[src/rtl/video_window.sv]
// Output-window calculator: fits a source aspect ratio or an absolute size into the
// HDMI raster and centres it. The results are held until the next computation finishes.
module video_window (
    input  logic        CLK_VIDEO,
    input  logic        RESET,
    input  logic [11:0] HDMI_WIDTH,
    input  logic [11:0] HDMI_HEIGHT,
    input  logic [12:0] VIDEO_ARX,
    input  logic [12:0] VIDEO_ARY,
    output logic [11:0] WIN_HMIN,
    output logic [11:0] WIN_HMAX,
    output logic [11:0] WIN_VMIN,
    output logic [11:0] WIN_VMAX,
    output logic        WIN_VALID,
    output logic        WIN_UPD,
    output logic        BUSY
);

    typedef enum logic [2:0] {
        S_IDLE, S_SELECT, S_MUL, S_DIV, S_CHECK, S_PLACE
    } state_t;

    state_t      state;
    logic        stale;
    logic        second;
    logic [11:0] s_w, s_h;
    logic [12:0] s_arx, s_ary;
    logic [11:0] width, height;
    logic [11:0] divisor, rem;
    logic [23:0] quot;
    logic [4:0]  count;

    function automatic logic [11:0] sat12(input logic [23:0] q);
        return (q > 24'd4095) ? 12'hFFF : q[11:0];
    endfunction

    function automatic logic [11:0] nz(input logic [11:0] v);
        return (v == 12'd0) ? 12'd1 : v;
    endfunction

    function automatic logic [11:0] min12(input logic [11:0] a, input logic [11:0] b);
        return (a < b) ? a : b;
    endfunction

    logic        start;
    logic [12:0] rem_sh;
    logic        rem_ge;
    logic [11:0] rem_next;
    logic [23:0] product;
    logic [11:0] q_sat;
    logic [11:0] eff_h;
    logic [11:0] h_span, v_span;
    logic [11:0] new_hmin, new_hmax, new_vmin, new_vmax;
    logic        hdmi_zero;

    assign start = stale || (HDMI_WIDTH != s_w) || (HDMI_HEIGHT != s_h) ||
                   (VIDEO_ARX != s_arx) || (VIDEO_ARY != s_ary);

    // One restoring step: the remainder stays below the divisor, so 12 bits hold it.
    assign rem_sh   = {rem, quot[23]};
    assign rem_ge   = rem_sh >= {1'b0, divisor};
    assign rem_next = rem_ge ? 12'(rem_sh - {1'b0, divisor}) : rem_sh[11:0];

    assign product = second ? ({12'd0, s_w} * {12'd0, s_ary[11:0]})
                            : ({12'd0, s_h} * {12'd0, s_arx[11:0]});

    // The second-pass height comes straight out of the divider on entry to PLACE.
    assign q_sat     = sat12(quot);
    assign eff_h     = second ? nz(q_sat) : height;
    assign hdmi_zero = (s_w == 12'd0) || (s_h == 12'd0);
    assign h_span    = s_w - width;
    assign v_span    = s_h - eff_h;
    assign new_hmin  = hdmi_zero ? 12'd0 : (h_span >> 1);
    assign new_hmax  = hdmi_zero ? 12'd0 : 12'((h_span >> 1) + width - 12'd1);
    assign new_vmin  = hdmi_zero ? 12'd0 : (v_span >> 1);
    assign new_vmax  = hdmi_zero ? 12'd0 : 12'((v_span >> 1) + eff_h - 12'd1);

    assign BUSY = (state != S_IDLE);

    always_ff @(posedge CLK_VIDEO) begin
        if (RESET) begin
            state     <= S_IDLE;
            stale     <= 1'b1;
            second    <= 1'b0;
            s_w       <= '0;
            s_h       <= '0;
            s_arx     <= '0;
            s_ary     <= '0;
            width     <= '0;
            height    <= '0;
            divisor   <= '0;
            rem       <= '0;
            quot      <= '0;
            count     <= '0;
            WIN_HMIN  <= '0;
            WIN_HMAX  <= '0;
            WIN_VMIN  <= '0;
            WIN_VMAX  <= '0;
            WIN_VALID <= 1'b0;
            WIN_UPD   <= 1'b0;
        end else begin
            WIN_UPD <= 1'b0;
            case (state)
                S_IDLE: begin
                    if (start) begin
                        s_w   <= HDMI_WIDTH;
                        s_h   <= HDMI_HEIGHT;
                        s_arx <= VIDEO_ARX;
                        s_ary <= VIDEO_ARY;
                        stale <= 1'b0;
                        state <= S_SELECT;
                    end
                end
                S_SELECT: begin
                    second <= 1'b0;
                    if (hdmi_zero) begin
                        state <= S_PLACE;
                    end else if (s_arx[12]) begin
                        width  <= nz(min12(s_arx[11:0], s_w));
                        height <= nz(min12(s_ary[11:0], s_h));
                        state  <= S_PLACE;
                    end else if ((s_arx[11:0] == 12'd0) || (s_ary[11:0] == 12'd0)) begin
                        width  <= s_w;
                        height <= s_h;
                        state  <= S_PLACE;
                    end else begin
                        state <= S_MUL;
                    end
                end
                S_MUL: begin
                    quot    <= product;
                    rem     <= '0;
                    divisor <= second ? s_arx[11:0] : s_ary[11:0];
                    count   <= 5'd23;
                    state   <= S_DIV;
                end
                S_DIV: begin
                    rem   <= rem_next;
                    quot  <= {quot[22:0], rem_ge};
                    count <= count - 5'd1;
                    if (count == 5'd0) begin
                        state <= second ? S_PLACE : S_CHECK;
                    end
                end
                S_CHECK: begin
                    // Too wide for the raster: pin the width and derive the height instead.
                    if (q_sat > s_w) begin
                        width  <= s_w;
                        second <= 1'b1;
                        state  <= S_MUL;
                    end else begin
                        width  <= nz(q_sat);
                        height <= s_h;
                        state  <= S_PLACE;
                    end
                end
                S_PLACE: begin
                    WIN_HMIN  <= new_hmin;
                    WIN_HMAX  <= new_hmax;
                    WIN_VMIN  <= new_vmin;
                    WIN_VMAX  <= new_vmax;
                    WIN_VALID <= !hdmi_zero;
                    WIN_UPD   <= (new_hmin != WIN_HMIN) || (new_hmax != WIN_HMAX) ||
                                 (new_vmin != WIN_VMIN) || (new_vmax != WIN_VMAX);
                    height    <= eff_h;
                    second    <= 1'b0;
                    state     <= S_IDLE;
                end
                default: state <= S_IDLE;
            endcase
        end
    end

endmodule

[config.mk]
export PLATFORM = sky130hd
export DESIGN_NAME = video_window
export DESIGN_NICKNAME = d
export VERILOG_FILES = /design/src/rtl/video_window.sv
export SDC_FILE = /design/constraint.sdc
export NUM_CORES = 1
export LEC_CHECK = 0
export CORE_MARGIN = 3
export CORE_UTILIZATION = 50
export CTS_BUF_LIST = sky130_fd_sc_hd__clkbuf_4 sky130_fd_sc_hd__clkbuf_8 sky130_fd_sc_hd__clkbuf_16
export CTS_CLUSTER_DIAMETER = 80
export DETAILED_ROUTE_END_ITERATION = 8
export PLACE_DENSITY = 0.78
export SYNTH_ARGS = -nofsm -noshare
export SYNTH_HDL_FRONTEND = slang
export SYNTH_SLANG_ARGS = --single-unit
[constraint.sdc]
create_clock -name CLK_VIDEO -period 6.8 [get_ports CLK_VIDEO]
set_input_delay 1.36 -clock CLK_VIDEO [delete_from_list [all_inputs] [get_ports CLK_VIDEO]]
set_output_delay 1.36 -clock CLK_VIDEO [all_outputs]
set_load 0.01 [all_outputs]
---- Word level (Yosys, flattened, before mapping) ----
Cells that the tools add are included.
storage, ports and cells
  flip-flop bits (word level) ............. 182
  output and inout port bits .............. 51
  logic and storage cells ................. 122
operators by class
  $add $sub $neg .......................... 8
  multiply operators ...................... 2
  order comparisons ....................... 5
  equality and inequality tests ........... 19
  mux-type cells .......................... 37
  bitwise gates (word level) .............. 1
  reductions and logical operators ........ 31
operator list
  operator                                                                           number
  12-bit two-way mux                                                                 19
  12-bit zero test                                                                   7
  12-bit by 12-bit multiplier with 24-bit output                                     2
  12-bit != test                                                                     4
  12-bit one-hot mux with 2 select lines                                             2
  24-bit one-hot mux with 2 select lines                                             1
  12-bit one-hot mux with 3 select lines                                             1
  12-bit subtractor                                                                  3
  13-bit != test                                                                     2
  11-bit by 12-bit adder with 12-bit output                                          2
  24-bit by 12-bit greater-than comparator with 1-bit output, second input constant  1
  12-bit < comparator                                                                2
  24-bit two-way mux                                                                 1
  11-bit by 12-bit != test with 1-bit output                                         2
  12-bit by 1-bit subtractor with 12-bit output, second input constant               2
  11-bit two-way mux                                                                 2
  3-bit two-way mux                                                                  6
  3-bit one-hot mux with 5 select lines                                              1
  13-bit by 12-bit greater-or-equal comparator with 1-bit output                     1
  12-bit greater-than comparator                                                     1
  2-bit != test, second input constant                                               5
  5-bit one-hot mux with 2 select lines                                              1
  1-bit logical OR                                                                   9
  3-bit by 2-bit equality test with 1-bit output, second input constant              2
  16 further kinds                                                                   24

---- Depth between registers and ports, before layout ----
  depth after elaboration ................. 11
  depth in mapped cells ................... 28

---- Worst setup path after synthesis ----
OpenSTA, ideal clock, no wires.
  path type ............................... flip-flop to flip-flop
  from .................................... register quot[15]
  to ...................................... register WIN_UPD
  library setup time ...................... 125 ps
  arrival ................................. 6369 ps
  required time ........................... 6675 ps
  slack ................................... 305 ps
  cell stages (with the launch flop) ...... 26
  buffers on the path ..................... 1
  period minus slack after synthesis ...... 6495 ps
  cells stage by stage .................... dfxtp_1 or4_1 or4_1 buf_2 o21bai_4 a21oi_1 ha_1 o41a_1 maj3_1 a221oi_1 xor2_1 ha_1 inv_1 ha_1 o21ai_0 o21bai_1 a2111oi_0 nor2_1 xor2_1 o221ai_1 nor4_1 nand4_1 or4_1 nor4_1 nand4_1 o41a_1
between the ends
  cells in the longest elaborated chain, start to end .. 11
  elaborated cells between the ends (all ways) .. 14
  those cells by class .................... 3 x add/sub; 1 x order compare; 2 x eq/ne; 5 x mux; 3 x reduce/logical
ends and longest elaborated chain
  what                                                          line  text
  start, declared                                               30    logic [23:0] quot;
  start signal, assigned                                        131   quot <= product;
  start signal, assigned                                        139   quot <= {quot[22:0], rem_ge};
  24-bit by 12-bit greater-than comparator with 1-bit output *  34    return (q > 24'd4095) ? 12'hFFF : q[11:0];
  12-bit two-way mux *                                          34
  12-bit zero test                                              38    return (v == 12'd0) ? 12'd1 : v;
  12-bit two-way mux *                                          38
  12-bit two-way mux *                                          69    assign eff_h = second ? nz(q_sat) : height;
  12-bit subtractor                                             72    assign v_span = s_h - eff_h;
  11-bit by 12-bit adder with 12-bit output                     76    assign new_vmax = hdmi_zero ? 12'd0 : 12'((v_span >> 1) + eff_h - 12'd1);
  12-bit by 1-bit subtractor with 12-bit output                 76
  12-bit two-way mux                                            76
  12-bit != test                                                164   (new_vmin != WIN_VMIN) || (new_vmax != WIN_VMAX);
  1-bit logical OR *                                            164
  end signal, assigned                                          163   WIN_UPD <= (new_hmin != WIN_HMIN) || (new_hmax != WIN_HMAX) ||
  end, declared                                                 15    output logic WIN_UPD,
Mark *: on every way between the ends. The rest lies on a longest branch, timed or not.
A chain may end at the register's enable or synchronous reset.

---- Worst setup path in the final report ----
  from .................................... register quot[18]
  to ...................................... register WIN_UPD
Same word-level chain as after synthesis.

==> flow_summary.rst <==
.. list-table::
   :header-rows: 1

   * - Metric
     - Value
   * - Vias after detailed routing
     - 21160
   * - Pin count of the biggest net entering global routing
     - 66
   * - Number of filler instances in the final layout
     - about 3900
   * - Number of CTS-inserted buffers
     - 17
   * - Grt met1 use
     - a little over two fifths
   * - Row cnt
     - 77
   * - Wire length reported by the detailed router
     - a little under 80000 um
   * - Initial antenna violation count
     - 3
   * - Maximum achievable frequency
     - 0.1494 GHz
   * - Worst Setup End Kind
     - flop
   * - Layout Cells excl Fill
     - about 3500
   * - Path category of the worst min-delay check
     - reg -> reg
   * - Final worst path period need
     - 6.693 ns
   * - Seq/Total Area, Yosys
     - 16.01%
   * - GR Util met2
     - 49.98%
   * - Layout cell share with drive strength beyond 1
     - approximately 7.6%
   * - Final Max Tran Viols
     - 0
   * - Actual slew at the worst max-slew pin
     - 0.9673 ns
   * - Overflow after GRT
     - 0
   * - Total global routing track utilization
     - 32.30%
   * - Number of H-tree branching levels
     - 4
   * - Placed wire-length estimate
     - 60880 um
   * - Worst R2R End
     - WIN_UPD
   * - Maximum clock path buffer count
     - 2
   * - Count of final hold-check violations
     - 0
   * - Max Cap Viol
     - 0
   * - Hold Path Depth
     - 2
   * - Met3 demand-to-capacity share in global routing
     - 7.494%
   * - Post-synthesis average cell area
     - 8.005 um2
   * - R2r worst-path depth
     - 25
   * - Synthesized cell area
     - about 23000 um2
   * - Port Buffer Count
     - 100
   * - Finish-stage setup viols
     - 0
   * - First-pass GRT wire length
     - 118500 um
   * - GP Congestion
     - 1.044
   * - Clock tree from TritonCTS
     - done
   * - Area of the die
     - about 48000 um2
   * - Inst Count DP
     - 3429
   * - Flop-to-flop setup slack
     - 0.11 ns
   * - Clock sink total
     - 180
   * - Number of ports placed on the die boundary
     - 103
   * - Area growth from synthesis to layout
     - 11.69%
   * - Final net count
     - ~3300
   * - Clock-pin transition on the worst setup and hold timing paths
     - 0.08 ns
   * - Hold Startpoint
     - WIN_VALID
   * - Initial detailed-routing violation count
     - 2318
   * - Library cells used by synthesis
     - 76
   * - Final worst clock skew
     - approximately 0.015 ns
   * - Per-cell routed wire length
     - roughly 22 um
   * - Worst slew margin relative to its limit
     - a little over a third
   * - Vias in the first global route
     - 20740
   * - Setup repair after global routing missed its margin
     - true
   * - Horizontal die dimension
     - 218.1 um
   * - Master cell of the clock root buffer
     - sky130_fd_sc_hd__clkbuf_16
   * - Most Crowded Layer GR
     - met2
   * - Fraction of registers with async set/reset
     - 0%
   * - Yosys reg bits
     - between 150 and 200
   * - Fin crit share
     - a little over nine tenths
   * - Final antenna-violating net count
     - 0
   * - 1st-pass router iterations
     - 6
   * - Total core area
     - between 40000 and 50000 um2
   * - Worst Path Class, Setup
     - reg -> reg
   * - Count of unresolved DRC violations after routing
     - 0
   * - Y dimension of the die
     - 218.1 um
   * - Required @ worst endpoint
     - 7.15 ns
   * - Primary flip-flop cell chosen by synthesis mapping
     - sky130_fd_sc_hd__dfxtp_1
   * - Worst-path maximum fanout
     - 3
   * - Post-synthesis instance total
     - around 2800
   * - Count of flip-flops with a built-in enable after synthesis
     - 0
   * - Clock insertion delay at the later pin of the skew report
     - roughly 0.47 ns
   * - Arrival @ worst endpoint
     - roughly 7.0 ns
   * - Starting density of the core
     - 50.77%
   * - Crit path launch type
     - flop
   * - Via-to-Cell Ratio
     - just over 6
   * - YS warnings
     - 0
   * - Terminating pin of the worst hold path
     - WIN_VALID
   * - Source of the worst register-to-register timing path
     - quot[18]
   * - Result of the run
     - finished, final reports clean
[area by class of cell]
cell class	count	area (um2)	area share, %
diodes	1	2.502	0.009957
clock inverters	13	188.9	0.7518
inverters	357	1340	5.332
clock buffers	19	446.7	1.777
flip-flops and latches	180	3607	14.35
repair buffers	218	1884	7.498
well taps	592	740.7	2.947
multi-input cells	2083	16920	67.33
[worst max-delay path, stage by stage (launching register included)]
cell	delay (ns)
sky130_fd_sc_hd__dfxtp_1	0.32
sky130_fd_sc_hd__or4_1	0.56
sky130_fd_sc_hd__or4_4	0.59
sky130_fd_sc_hd__o21bai_4	0.15
sky130_fd_sc_hd__a21oi_1	0.10
sky130_fd_sc_hd__ha_1	0.22
sky130_fd_sc_hd__o41a_1	0.46
sky130_fd_sc_hd__maj3_2	0.37
sky130_fd_sc_hd__a221oi_2	0.28
sky130_fd_sc_hd__xor2_1	0.22
sky130_fd_sc_hd__ha_1	0.26
sky130_fd_sc_hd__inv_1	0.06
sky130_fd_sc_hd__ha_1	0.24
sky130_fd_sc_hd__o21ai_2	0.07
sky130_fd_sc_hd__o21bai_2	0.10
sky130_fd_sc_hd__buf_4	0.14
sky130_fd_sc_hd__a211o_1	0.28
sky130_fd_sc_hd__o211ai_1	0.14
sky130_fd_sc_hd__xnor2_1	0.10
sky130_fd_sc_hd__a221o_1	0.28
sky130_fd_sc_hd__nor4_2	0.21
sky130_fd_sc_hd__nand4_1	0.12
sky130_fd_sc_hd__or4_4	0.51
sky130_fd_sc_hd__nor4_4	0.28
sky130_fd_sc_hd__nand4_1	0.12
sky130_fd_sc_hd__o41a_1	0.38
[layout by cell type (no fill, tap or decap), types with 6 or more instances in the layout]
cell type and n:
sky130_fd_sc_hd__a21oi_1 139, sky130_fd_sc_hd__a22oi_1 12, sky130_fd_sc_hd__a31oi_1 15, sky130_fd_sc_hd__nor2b_1 14
sky130_fd_sc_hd__nand2_1 340, sky130_fd_sc_hd__a211o_1 8, sky130_fd_sc_hd__xor2_1 60, sky130_fd_sc_hd__and2_1 92
sky130_fd_sc_hd__or4_1 7, sky130_fd_sc_hd__buf_4 119, sky130_fd_sc_hd__ha_1 228, sky130_fd_sc_hd__or2_2 14
sky130_fd_sc_hd__a221oi_1 9, sky130_fd_sc_hd__nor2_1 218, sky130_fd_sc_hd__o21ai_0 105, sky130_fd_sc_hd__o22ai_1 10
sky130_fd_sc_hd__o211ai_1 20, sky130_fd_sc_hd__o31ai_1 11, sky130_fd_sc_hd__nor4_1 30, sky130_fd_sc_hd__o21a_1 13
sky130_fd_sc_hd__nor3b_1 8, sky130_fd_sc_hd__o21bai_1 6, sky130_fd_sc_hd__dfxtp_1 177, sky130_fd_sc_hd__nand3_1 41
sky130_fd_sc_hd__clkbuf_16 17, sky130_fd_sc_hd__a211oi_1 28, sky130_fd_sc_hd__fa_1 204, sky130_fd_sc_hd__inv_1 357
sky130_fd_sc_hd__and3_1 18, sky130_fd_sc_hd__a21o_1 29, sky130_fd_sc_hd__nand2b_1 16, sky130_fd_sc_hd__a2bb2oi_1 10
sky130_fd_sc_hd__nor3_1 48, sky130_fd_sc_hd__clkdlybuf4s50_1 99, sky130_fd_sc_hd__nand4_1 17, sky130_fd_sc_hd__mux2i_1 100
sky130_fd_sc_hd__or3_1 12, sky130_fd_sc_hd__xnor2_1 80, sky130_fd_sc_hd__mux2_2 15
[state kept, by name, summed over array words and instances, names as in the netlist]
name       count
WIN_HMAX      12
WIN_HMIN      11
WIN_UPD        1
WIN_VALID      1
WIN_VMAX      12
WIN_VMIN      11
count          5
divisor       12
height        12
quot          24
rem           12
s_arx         13
s_ary         13
s_h           12
s_w           12
second         1
stale          1
state          3
width         12
[cell families (layout without fill, tap and decap cells)]
group | Yosys count | in the layout | share of synthesized area, %
other | 1 | 3 | 0.01667
AO/OA/AOI/OAI | 480 | 480 | 13.76
adder cells (fa/ha/maj) | 434 | 434 | 30.93
flip-flops | 180 | 180 | 16.01
multiplexers | 117 | 117 | 5.399
buffers and inverters | 549 | 607 | 9.570
XOR/XNOR | 144 | 144 | 5.605
AND/OR/NAND/NOR | 906 | 906 | 18.71
[per-stage QoR]
stage	hold slack [ns]	util, %	setup slack, ns	instance area [um2]	TNS (ns)
6_report	0.4611	56.71	0.1072	25130	0
3_3_place_gp	0.4416	54.89	-0.1001	24330	-0.1001
4_1_cts	0.4622	56.38	0.03749	24990	0
3_5_place_dp	0.4468	54.89	-0.1157	24330	-0.1157
2_1_floorplan	0.4205	-	0.3054	22510	0
5_1_grt	0.4836	56.70	-0.1269	25130	-0.1269
[layer usage]
metal  part of all wire [%]  wire length [um]  vias to the layer above
met5                  0.017                13                        -
li1                       -                 -                     9378
met3                     11              8732                      252
met1                     39             30520                    10300
met4                    5.4              4140                        2
met2                     44             33960                     1225
[cell usage after synthesis, types with 6 or more instances]
master                      count  area [um2]
sky130_fd_sc_hd__xor2_1        61       534.3
sky130_fd_sc_hd__a21o_1        29       217.7
sky130_fd_sc_hd__nor4_1        35       219.0
sky130_fd_sc_hd__inv_1        357        1340
sky130_fd_sc_hd__nand2_1      341        1280
sky130_fd_sc_hd__nor3_1        48       240.2
sky130_fd_sc_hd__o21bai_1       7       52.55
sky130_fd_sc_hd__and3_1        18       112.6
sky130_fd_sc_hd__o31ai_1       12       90.09
sky130_fd_sc_hd__nand2b_1      16       100.1
sky130_fd_sc_hd__a221oi_1      10       87.58
sky130_fd_sc_hd__or3_1         12       75.07
sky130_fd_sc_hd__nand4_1       17       106.4
sky130_fd_sc_hd__a211o_1        8       70.07
sky130_fd_sc_hd__nor2b_1       16       100.1
sky130_fd_sc_hd__and2_1        92       575.6
sky130_fd_sc_hd__mux2_2        15       168.9
sky130_fd_sc_hd__buf_2          7       35.03
sky130_fd_sc_hd__o22ai_1       10       62.56
sky130_fd_sc_hd__a31oi_1       15       93.84
sky130_fd_sc_hd__ha_1         229        2865
sky130_fd_sc_hd__clkbuf_1     147       551.8
sky130_fd_sc_hd__o21ai_0      106       530.5
sky130_fd_sc_hd__o211ai_1      20       150.1
sky130_fd_sc_hd__mux2i_1      100        1001
sky130_fd_sc_hd__a2bb2oi_1     10       87.58
sky130_fd_sc_hd__buf_4         16       120.1
sky130_fd_sc_hd__buf_1         18       67.56
sky130_fd_sc_hd__fa_1         204        4084
sky130_fd_sc_hd__or4_1          9       67.56
sky130_fd_sc_hd__nor2_1       221       829.6
sky130_fd_sc_hd__a211oi_1      29       217.7
sky130_fd_sc_hd__o41ai_1        6       52.55
sky130_fd_sc_hd__o21a_1        13       97.59
sky130_fd_sc_hd__nor3b_1        8       60.06
sky130_fd_sc_hd__a22oi_1       12       90.09
sky130_fd_sc_hd__a21oi_1      139       695.7
sky130_fd_sc_hd__xnor2_1       83       727.0
sky130_fd_sc_hd__or2_2         14       87.58
sky130_fd_sc_hd__dfxtp_1      180        3603
sky130_fd_sc_hd__nand3_1       42       210.2
[timing repair]
item                                    4_1_cts  5_1_grt
hold buffers                                  0        0
endpoints found under the setup margin        1        2
cloned                                        0        0
pin swaps                                     0       13
resized for setup                             5       25
buffers inserted                              0        1
[worst max-delay path by stage]
stage	end	cells past startpoint	slack, ns	start
2_1_floorplan	WIN_UPD	25	0.31	quot[15]
3_3_place_gp	WIN_UPD	25	-0.10	quot[15]
3_5_place_dp	WIN_UPD	25	-0.12	quot[15]
4_1_cts	WIN_UPD	25	0.04	quot[15]
5_1_grt	WIN_UPD	26	-0.13	quot[18]
6_report	WIN_UPD	25	0.11	quot[18]
Power is left out: the tool's default activity adds up to more than one toggle a clock period on the data nets, which glitch-free logic cannot reach.
